File: config.mk
export PLATFORM = sky130hd
export DESIGN_NAME = uart_frame_packer
export DESIGN_NICKNAME = d
export VERILOG_FILES = /design/src/rtl/uart_frame_packer.sv
export SDC_FILE = /design/constraint.sdc
export NUM_CORES = 1
export LEC_CHECK = 0
export CAP_MARGIN = 20
export CELL_PAD_IN_SITES_DETAIL_PLACEMENT = 1
export CELL_PAD_IN_SITES_GLOBAL_PLACEMENT = 1
export CORE_AREA = 5 5 87 81
export CTS_CLUSTER_DIAMETER = 80
export CTS_CLUSTER_SIZE = 20
export DETAILED_ROUTE_END_ITERATION = 8
export DIE_AREA = 0 0 92 86
export PLACE_DENSITY = 0.88
export RECOVER_POWER = 25
export SYNTH_ARGS = -nofsm -noshare
export SYNTH_HDL_FRONTEND = slang
export SYNTH_SLANG_ARGS = --single-unit
File: constraint.sdc
create_clock -name clk -period 5.4 [get_ports clk]
set_input_delay 1.08 -clock clk [delete_from_list [all_inputs] [get_ports clk]]
set_output_delay 1.08 -clock clk [all_outputs]
set_load 0.02 [all_outputs]
File: src/rtl/uart_frame_packer.sv
// Wraps every PAYLOAD_LEN bytes from a FWFT buffer into SYNC0 SYNC1 LEN [SEQ] payload CSUM frames.
// Define FRAME_SEQ_EN to insert an 8-bit frame sequence byte after LEN.
module uart_frame_packer #(
    parameter int         PAYLOAD_LEN = 16,
    parameter logic [7:0] SYNC0       = 8'hA5,
    parameter logic [7:0] SYNC1       = 8'h5A
) (
    input  logic        clk,
    input  logic        rst,
    input  logic        enable,
    input  logic [7:0]  src_data,
    input  logic        src_valid,
    output logic        src_pop,
    output logic [7:0]  tx_data,
    output logic        tx_valid,
    input  logic        tx_ready,
    output logic        busy,
    output logic [15:0] frame_cnt
);

    localparam int            CW       = $clog2(PAYLOAD_LEN + 1);
    localparam logic [CW-1:0] LEN_CNT  = CW'(PAYLOAD_LEN);
    localparam logic [7:0]    LEN_BYTE = 8'(PAYLOAD_LEN);

    typedef enum logic [2:0] {
        ST_IDLE,
        ST_SYNC0,
        ST_SYNC1,
        ST_LEN,
`ifdef FRAME_SEQ_EN
        ST_SEQ,
`endif
        ST_PAYLOAD,
        ST_CSUM
    } state_t;

    state_t        state, state_nxt;
    logic [7:0]    tx_data_nxt;
    logic          tx_valid_nxt;
    logic          src_pop_nxt;
    logic [7:0]    csum, csum_nxt;
    logic [CW-1:0] cnt, cnt_nxt;
    logic [15:0]   frame_cnt_nxt;
    logic          xfer;
    logic          start;
    logic          load_ok;
`ifdef FRAME_SEQ_EN
    logic [7:0]    seq, seq_nxt;
`endif

    assign xfer  = tx_valid && tx_ready;
    assign start = enable && src_valid;
    // src_pop high means the buffer head is still stale this cycle
    assign load_ok = (!tx_valid || xfer) && src_valid && !src_pop && (cnt != LEN_CNT);

    always_ff @(posedge clk or posedge rst) begin
        if (rst) begin
            state     <= ST_IDLE;
            tx_data   <= '0;
            tx_valid  <= 1'b0;
            src_pop   <= 1'b0;
            busy      <= 1'b0;
            frame_cnt <= '0;
            csum      <= '0;
            cnt       <= '0;
`ifdef FRAME_SEQ_EN
            seq       <= '0;
`endif
        end else begin
            state     <= state_nxt;
            tx_data   <= tx_data_nxt;
            tx_valid  <= tx_valid_nxt;
            src_pop   <= src_pop_nxt;
            busy      <= (state_nxt != ST_IDLE);
            frame_cnt <= frame_cnt_nxt;
            csum      <= csum_nxt;
            cnt       <= cnt_nxt;
`ifdef FRAME_SEQ_EN
            seq       <= seq_nxt;
`endif
        end
    end

    always_comb begin
        state_nxt     = state;
        tx_data_nxt   = tx_data;
        tx_valid_nxt  = tx_valid;
        src_pop_nxt   = 1'b0;
        csum_nxt      = csum;
        cnt_nxt       = cnt;
        frame_cnt_nxt = frame_cnt;
`ifdef FRAME_SEQ_EN
        seq_nxt       = seq;
`endif
        case (state)
            ST_IDLE: begin
                if (start) begin
                    state_nxt    = ST_SYNC0;
                    tx_data_nxt  = SYNC0;
                    tx_valid_nxt = 1'b1;
                    csum_nxt     = '0;
                    cnt_nxt      = '0;
                end
            end
            ST_SYNC0: begin
                if (xfer) begin
                    state_nxt   = ST_SYNC1;
                    tx_data_nxt = SYNC1;
                end
            end
            ST_SYNC1: begin
                if (xfer) begin
                    state_nxt   = ST_LEN;
                    tx_data_nxt = LEN_BYTE;
                end
            end
            ST_LEN: begin
                if (xfer) begin
`ifdef FRAME_SEQ_EN
                    state_nxt   = ST_SEQ;
                    tx_data_nxt = seq;
                    csum_nxt    = csum + seq;
`else
                    state_nxt    = ST_PAYLOAD;
                    tx_valid_nxt = 1'b0;
                    cnt_nxt      = '0;
`endif
                end
            end
`ifdef FRAME_SEQ_EN
            ST_SEQ: begin
                if (xfer) begin
                    state_nxt    = ST_PAYLOAD;
                    tx_valid_nxt = 1'b0;
                    cnt_nxt      = '0;
                end
            end
`endif
            ST_PAYLOAD: begin
                if (xfer && (cnt == LEN_CNT)) begin
                    state_nxt    = ST_CSUM;
                    tx_data_nxt  = csum;
                    tx_valid_nxt = 1'b1;
                end else if (load_ok) begin
                    tx_data_nxt  = src_data;
                    tx_valid_nxt = 1'b1;
                    src_pop_nxt  = 1'b1;
                    csum_nxt     = csum + src_data;
                    cnt_nxt      = cnt + CW'(1);
                end else if (xfer) begin
                    tx_valid_nxt = 1'b0;
                end
            end
            ST_CSUM: begin
                if (xfer) begin
                    frame_cnt_nxt = frame_cnt + 16'd1;
`ifdef FRAME_SEQ_EN
                    seq_nxt       = seq + 8'd1;
`endif
                    if (start) begin
                        state_nxt    = ST_SYNC0;
                        tx_data_nxt  = SYNC0;
                        tx_valid_nxt = 1'b1;
                        csum_nxt     = '0;
                        cnt_nxt      = '0;
                    end else begin
                        state_nxt    = ST_IDLE;
                        tx_valid_nxt = 1'b0;
                    end
                end
            end
            default: begin
                state_nxt    = ST_IDLE;
                tx_valid_nxt = 1'b0;
            end
        endcase
    end

endmodule

==> impl_metrics.tcl, run 1 <==
set metrics [dict create \
    max_cap_violations 1 \
    swShare_pct 38.3 \
    post_cts.repair.setup_buffers 0 \
    critPathMaxStageDelay_ns 1.63 \
    ctsHoldBuffers 0 \
    cts_buffers 5 \
    n_antenna_cell 0 \
    p_total_mw 1.13 \
    stdcell_count 368 \
    layout_common_cells "dfrtp_1 (43), clkdlybuf4s50_1 (38), a21oi_1 (16), nor2_1 (16), nand2_1 (15)" \
    fin_crit_ns 3.38 \
    met3WireLength_um 209 \
    ys_async_sr_fraction_pct 100 \
    ys_seq_area_share_pct 40.8 \
    status "finished, violations left" \
    postSynthCellCount 256 \
    r2r-start "state[2]" \
    area_delta_synth_final_pct 20.5 \
    root_buffer "clkbuf_8" \
    whs_path_depth 1 \
    p_leak_nw 1.40 \
    start_util_pct 43.9 \
    synthTopCellsByArea "dfrtp_1 (41%), ha_1 (4.7%), xor2_1 (3.7%)" \
    met2_length_um 3350 \
    cp.required_ns 5.34 \
    grt_pass1_wl_um 11500 \
    ioPinCount 40 \
    tns_ns 0 \
    portBuffers 39 \
    vias 2136 \
    synth_ff_type "dfrtp_1" \
    cts_tree "built" \
    wire_per_inst_um 18.1 \
    dpl_cell_area_um2 3070 \
    utilization_pct 52.9 \
    sequentialPowerShare_pct 42.1 \
    final_nets 319 \
    crit_arrival_ns 3.32 \
    antenna_found_initial 0 \
    startpoint_type "primary input" \
    dp_hpwl_um 5060 \
    netSwitchingPower_mw 0.434 \
    drt_iter0_markers 79 \
    min_period_over_period_pct 62.6 \
    worst_pin_slew_ns 2.31 \
    met1_length_um 2970 \
    clock.fmax_mhz 296 \
    grt_overflow 0 \
    drive_gt1_share_pct 9.80 \
    wirelength_um 6660 \
    clk_latency_ns 0.30 \
    critPathSlowestCell "clkbuf_1" \
    first_global_vias 2306 \
    r2r-end "csum[2]" \
    syn_avg_cell_area_um2 10.3 \
    hp-start "frame_cnt[15]" \
    ant_nets 0 \
    rsz0062_at_grt "no" \
    ir_drop_uv 158 \
    highest_layer "met4" \
    placed_cells 360 \
    grt_max_degree 44 \
    path_cells "dlygate4sd3_1 > clkinv_1 > clkbuf_1" \
    yosysTopAreaCell "dfrtp_1" \
    vias_per_cell 5.80 \
    synth_edf_count 0 \
    clkSlewWorstSetupHoldPaths_ns 0.09 \
    htreeDepth 2 \
    hold_class "register to register" \
    cts.sinks 43 \
    clock_path_buffers 2 \
    crit_path_end_kind "async pin" \
    crit_type "primary input to async pin" \
    core_area_um2 6010 \
    min_to "frame_cnt[15]" \
    failed_checks "capacitance limit, slew limit" \
    combPwrFrac_pct 35.2 \
    die_w_um 92 \
    power_frac_clock_pct 22.7 \
    drv_slew 44 \
    final_common_cell "dfrtp_1" \
    hold_violations 0 \
    final_area_um2 3180 \
    synth_top_area_share_pct 40.8 \
    reg2reg_slack_ns 2.80 \
    syn_nets 280 \
    die_h_um 86 \
    drt-pass1-iter-count 4 \
    rows 27 \
    syn_area_um2 2640 \
    ctsResizeCount 0 \
    route.detailed.drc 0 \
    crit_path_max_fanout 43 \
    ys_warn_count 0 \
    grt_usage_pct 18.0 \
    synthDistinctLibCells 53 \
    fin_worst_skew_ns 0.00879 \
    setup_viol 0 \
    r2r_cells 4 \
    power.density_nw_per_um2 356 \
    die-area_um2 7910 \
    relSlewSlack_pct -54.1 \
    synth-seq-cells 43 \
    p_int_mw 0.699 \
    gp_congestion 0.820 \
]
synth_stat cells, types with 3 or more instances:
| cell type | n |
|---|---|
| nor2b_1 | 3 |
| xnor2_1 | 10 |
| a211o_1 | 4 |
| a21o_1 | 6 |
| buf_4 | 4 |
| o211ai_1 | 3 |
| xor2_1 | 11 |
| a211oi_1 | 6 |
| a22o_1 | 10 |
| nand2b_1 | 7 |
| and3_1 | 4 |
| ha_1 | 10 |
| nand2_1 | 15 |
| nor2_1 | 16 |
| a21oi_1 | 16 |
| dfrtp_1 | 43 |
| mux2i_1 | 9 |
| nand3_1 | 13 |
| nor3_2 | 3 |
| inv_1 | 7 |
| o21ai_0 | 13 |
worst max-delay path by stage:
| stage | startpoint | end | slack [ns] | cells after the start |
|---|---|---|---|---|
| 2_1_floorplan | src_data[0] | csum[6] | 2.89 | 7 |
| 3_3_place_gp | src_data[0] | csum[6] | 2.28 | 8 |
| 3_5_place_dp | src_data[2] | csum[7] | 2.24 | 7 |
| 4_1_cts | src_data[2] | csum[7] | 2.57 | 7 |
| 5_1_grt | rst | tx_valid | 1.43 | 3 |
| 6_report | rst | tx_valid | 2.02 | 3 |
area by class of cell:
| class | count | area, µm² |
|---|---|---|
| clock inverter | 3 | 43.8 |
| tap | 72 | 90.1 |
| fill | 692 | 2830 |
| timing repair buffer | 40 | 394 |
| clock buffer | 5 | 68.8 |
| inverter | 7 | 26.3 |
| sequential | 43 | 1080 |
| multi-input combinational | 198 | 1480 |
through the flow:
step,hold WS (ns),setup slack [ns]
2_1_floorplan,0.491,2.89
3_3_place_gp,0.455,2.28
3_5_place_dp,0.462,2.24
4_1_cts,0.478,2.57
5_1_grt,0.493,1.43
6_report,0.472,2.02
critical path: cells and delay by family:
kind | cells | cell delay, ns
buffers and inverters | 3 | 2.22
state kept, by name (all words and copies together), names as in the netlist:
| signal | count |
|---|---|
| frame_cnt | 16 |
| state | 3 |
| csum | 8 |
| tx_data | 8 |
| src_pop | 1 |
| tx_valid | 1 |
| cnt | 5 |
| busy | 1 |
power groups by stage:
| stage | sequential [mW] | combinational [mW] | clock, mW |
|---|---|---|---|
| floorplan | 0.468 | 0.268 | 0 |
| global placement | 0.480 | 0.383 | 0 |
| detailed placement | 0.481 | 0.405 | 0 |
| CTS | 0.477 | 0.407 | 0.263 |
| global route | 0.490 | 0.443 | 0.275 |
| finish | 0.477 | 0.398 | 0.257 |
per-layer routing:
layer  vias to the layer above  track usage (%)
met4                         0             6.07
met3                        14             2.81
met2                        43             32.2
met5                         -                0
li1                       1019                -
met1                      1060             22.2
logic make-up (layout without fill, tap and decap cells):
logic type,after synthesis,count (layout),synth area share (%)
flops,43,43,40.8
buf+inv,15,55,3.08
mux,11,11,4.27
fa+ha+maj,11,11,5.50
simple gates,80,80,19.1
compound gates,75,75,20.3
xor+xnor,21,21,6.97
No activity file was read; power rests on OpenSTA's default activity.
==> run 2, diff against run 1 <==
- CORE_AREA: 5 5 87 81 -> 5 5 94 88
- DIE_AREA: 0 0 92 86 -> 0 0 99 93
- PLACE_DENSITY: 0.88 -> 0.79
- clock period: 5.4 -> 3 ns (I/O delays scaled with it)
==> run 2 against run 1 <==
The run now ends clean. Clock-buffer cell count did not move. Total power rose by 80%. Largest cell class unchanged. Final cell count rose by 7.9%. Global-route usage fell by 3.3 points. Register-to-register slack got worse by 1.9 ns. First-iteration DRC count rose by 8.9%. Worst setup slack got worse by 1.3 ns. Core utilization fell by 8.0 points. Clock skew fell by 0.0025 ns.
==> impl_metrics.tcl, run 2 (same netlist as run 1, synthesis figures left out) <==
set metrics [dict create \
    crit_path_max_fanout 3 \
    layout_common_cells "dfrtp_1 (43), clkdlybuf4s50_1 (38), a21oi_1 (16), nor2_1 (16), nand2_1 (15)" \
    crit_arrival_ns 2.50 \
    grt_usage_pct 14.8 \
    n_antenna_cell 0 \
    grt_max_degree 35 \
    rsz0062_at_grt "no" \
    portBuffers 39 \
    ioPinCount 40 \
    die-area_um2 9210 \
    max_cap_violations 0 \
    core_area_um2 7240 \
    cts_tree "built" \
    setup_viol 0 \
    fillers 821 \
    clock_path_buffers 2 \
    hp-start "frame_cnt[15]" \
    grt_overflow 0 \
    drt_iter0_markers 86 \
    placed_cells 389 \
    tns_ns 0 \
    drive_gt1_share_pct 11.6 \
    clock.fmax_mhz 434 \
    htreeDepth 2 \
    critPathLaunch "src_data[0]" \
    dp_hpwl_um 4990 \
    r2r-start "state[0]" \
    crit_type "primary input to register" \
    vias_per_cell 5.32 \
    area_delta_synth_final_pct 23.1 \
    hold_violations 0 \
    drv_slew 0 \
    final_nets 324 \
    ctsHoldBuffers 0 \
    vias 2114 \
    route.detailed.drc 0 \
    status "finished, final reports clean" \
    first_global_vias 2249 \
    ir_drop_uv 273 \
    power.density_nw_per_um2 627 \
    largest_reg_flops 16 \
    relSlewSlack_pct 41.8 \
    root_buffer "clkbuf_8" \
    post_cts.repair.setup_buffers 0 \
    die_h_um 93 \
    wirelength_um 6490 \
    grt_pass1_wl_um 11100 \
    cp.required_ns 3.19 \
    drt-pass1-iter-count 4 \
    antenna_found_initial 0 \
    fin_worst_skew_ns 0.00632 \
    crit_path_end_kind "register" \
    stdcell_count 397 \
    die_w_um 99 \
    gp_congestion 0.806 \
    final_common_cell "dfrtp_1" \
    worst_pin_slew_ns 0.873 \
    cts_buffers 5 \
    fin_crit_ns 2.31 \
    ctsResizeCount 0 \
    min_period_over_period_pct 76.8 \
    start_util_pct 36.4 \
    largestRegisters "frame_cnt: 16 flops, csum: 8 flops, tx_data: 8 flops" \
    wire_per_inst_um 16.3 \
    ant_nets 0 \
    top_register "frame_cnt" \
    p_leak_nw 1.42 \
    startpoint_type "primary input" \
    rows 30 \
    clk_latency_ns 0.30 \
    hold_class "register to register" \
    cts.sinks 43 \
    clkSlewWorstSetupHoldPaths_ns 0.09 \
]
==> run 2: cell types whose count changed in the layout (fill, tap and decap cells not counted) <==
cell / delta
clkbuf_1: -1
clkbuf_2: +1
buf_4: +5
==> run 2: worst max-delay path, stage by stage <==
cell and delay, ns:
clkdlybuf4s50_1 0.43, ha_1 0.24, fa_1 0.42, a211oi_1 0.25
o21bai_1 0.11, a21oi_1 0.18, xnor2_1 0.08, a22o_1 0.18
==> run 2: final cells by class <==
| cell class | count | area [µm²] | area share (%) |
|---|---|---|---|
| Sequential cell | 43 | 1080 | 33.1 |
| Inverter | 7 | 26.3 | 0.809 |
| Timing Repair Buffer | 45 | 433 | 13.3 |
| Clock inverter | 3 | 43.8 | 1.35 |
| Tap cell | 96 | 120 | 3.70 |
| Multi-Input combinational cell | 198 | 1480 | 45.6 |
| Clock buffer | 5 | 68.8 | 2.12 |
==> run 2: per-stage QoR <==
step           cell area [µm²]  util [%]  hold WS (ns)  total power, mW  worst slack, ns
6_report                  3250      44.9         0.471             2.04            0.695
5_1_grt                   3250      44.9         0.506             2.17            0.606
3_3_place_gp              3140      43.3         0.456             1.56            0.442
3_5_place_dp              3140      43.3         0.465             1.60            0.391
4_1_cts                   3250      44.9         0.477             2.07            0.705
2_1_floorplan             2640         -         0.491             1.33            0.972
==> run 2: final timing paths <==
path | to | slack, ns | cells after the start
hold / removal | frame_cnt[15] | 0.47 | 1
min in group asynchronous | state[1] | 0.68 | 2
setup / recovery | csum[6] | 0.69 | 8
setup reg to reg | tx_data[1] | 0.86 | 6
max in group asynchronous | tx_data[1] | 1.20 | 3
hold reg to reg | frame_cnt[15] | 0.47 | 1
==> run 2: layer usage <==
layer / vias up / GRT usage (%) / part of all wire [%]
li1: 1029 / - / -
met1: 1032 / 18.8 / 46
met2: 44 / 24.8 / 49
met3: 9 / 2.76 / 3.6
met4: 0 / 5.80 / 1.6
met5: - / 0 / 0
==> run 2: power breakdown <==
group	switching [mW]	internal (mW)
logic	0.418	0.346
registers	0.132	0.679
clock network	0.214	0.248
total	0.764	1.27
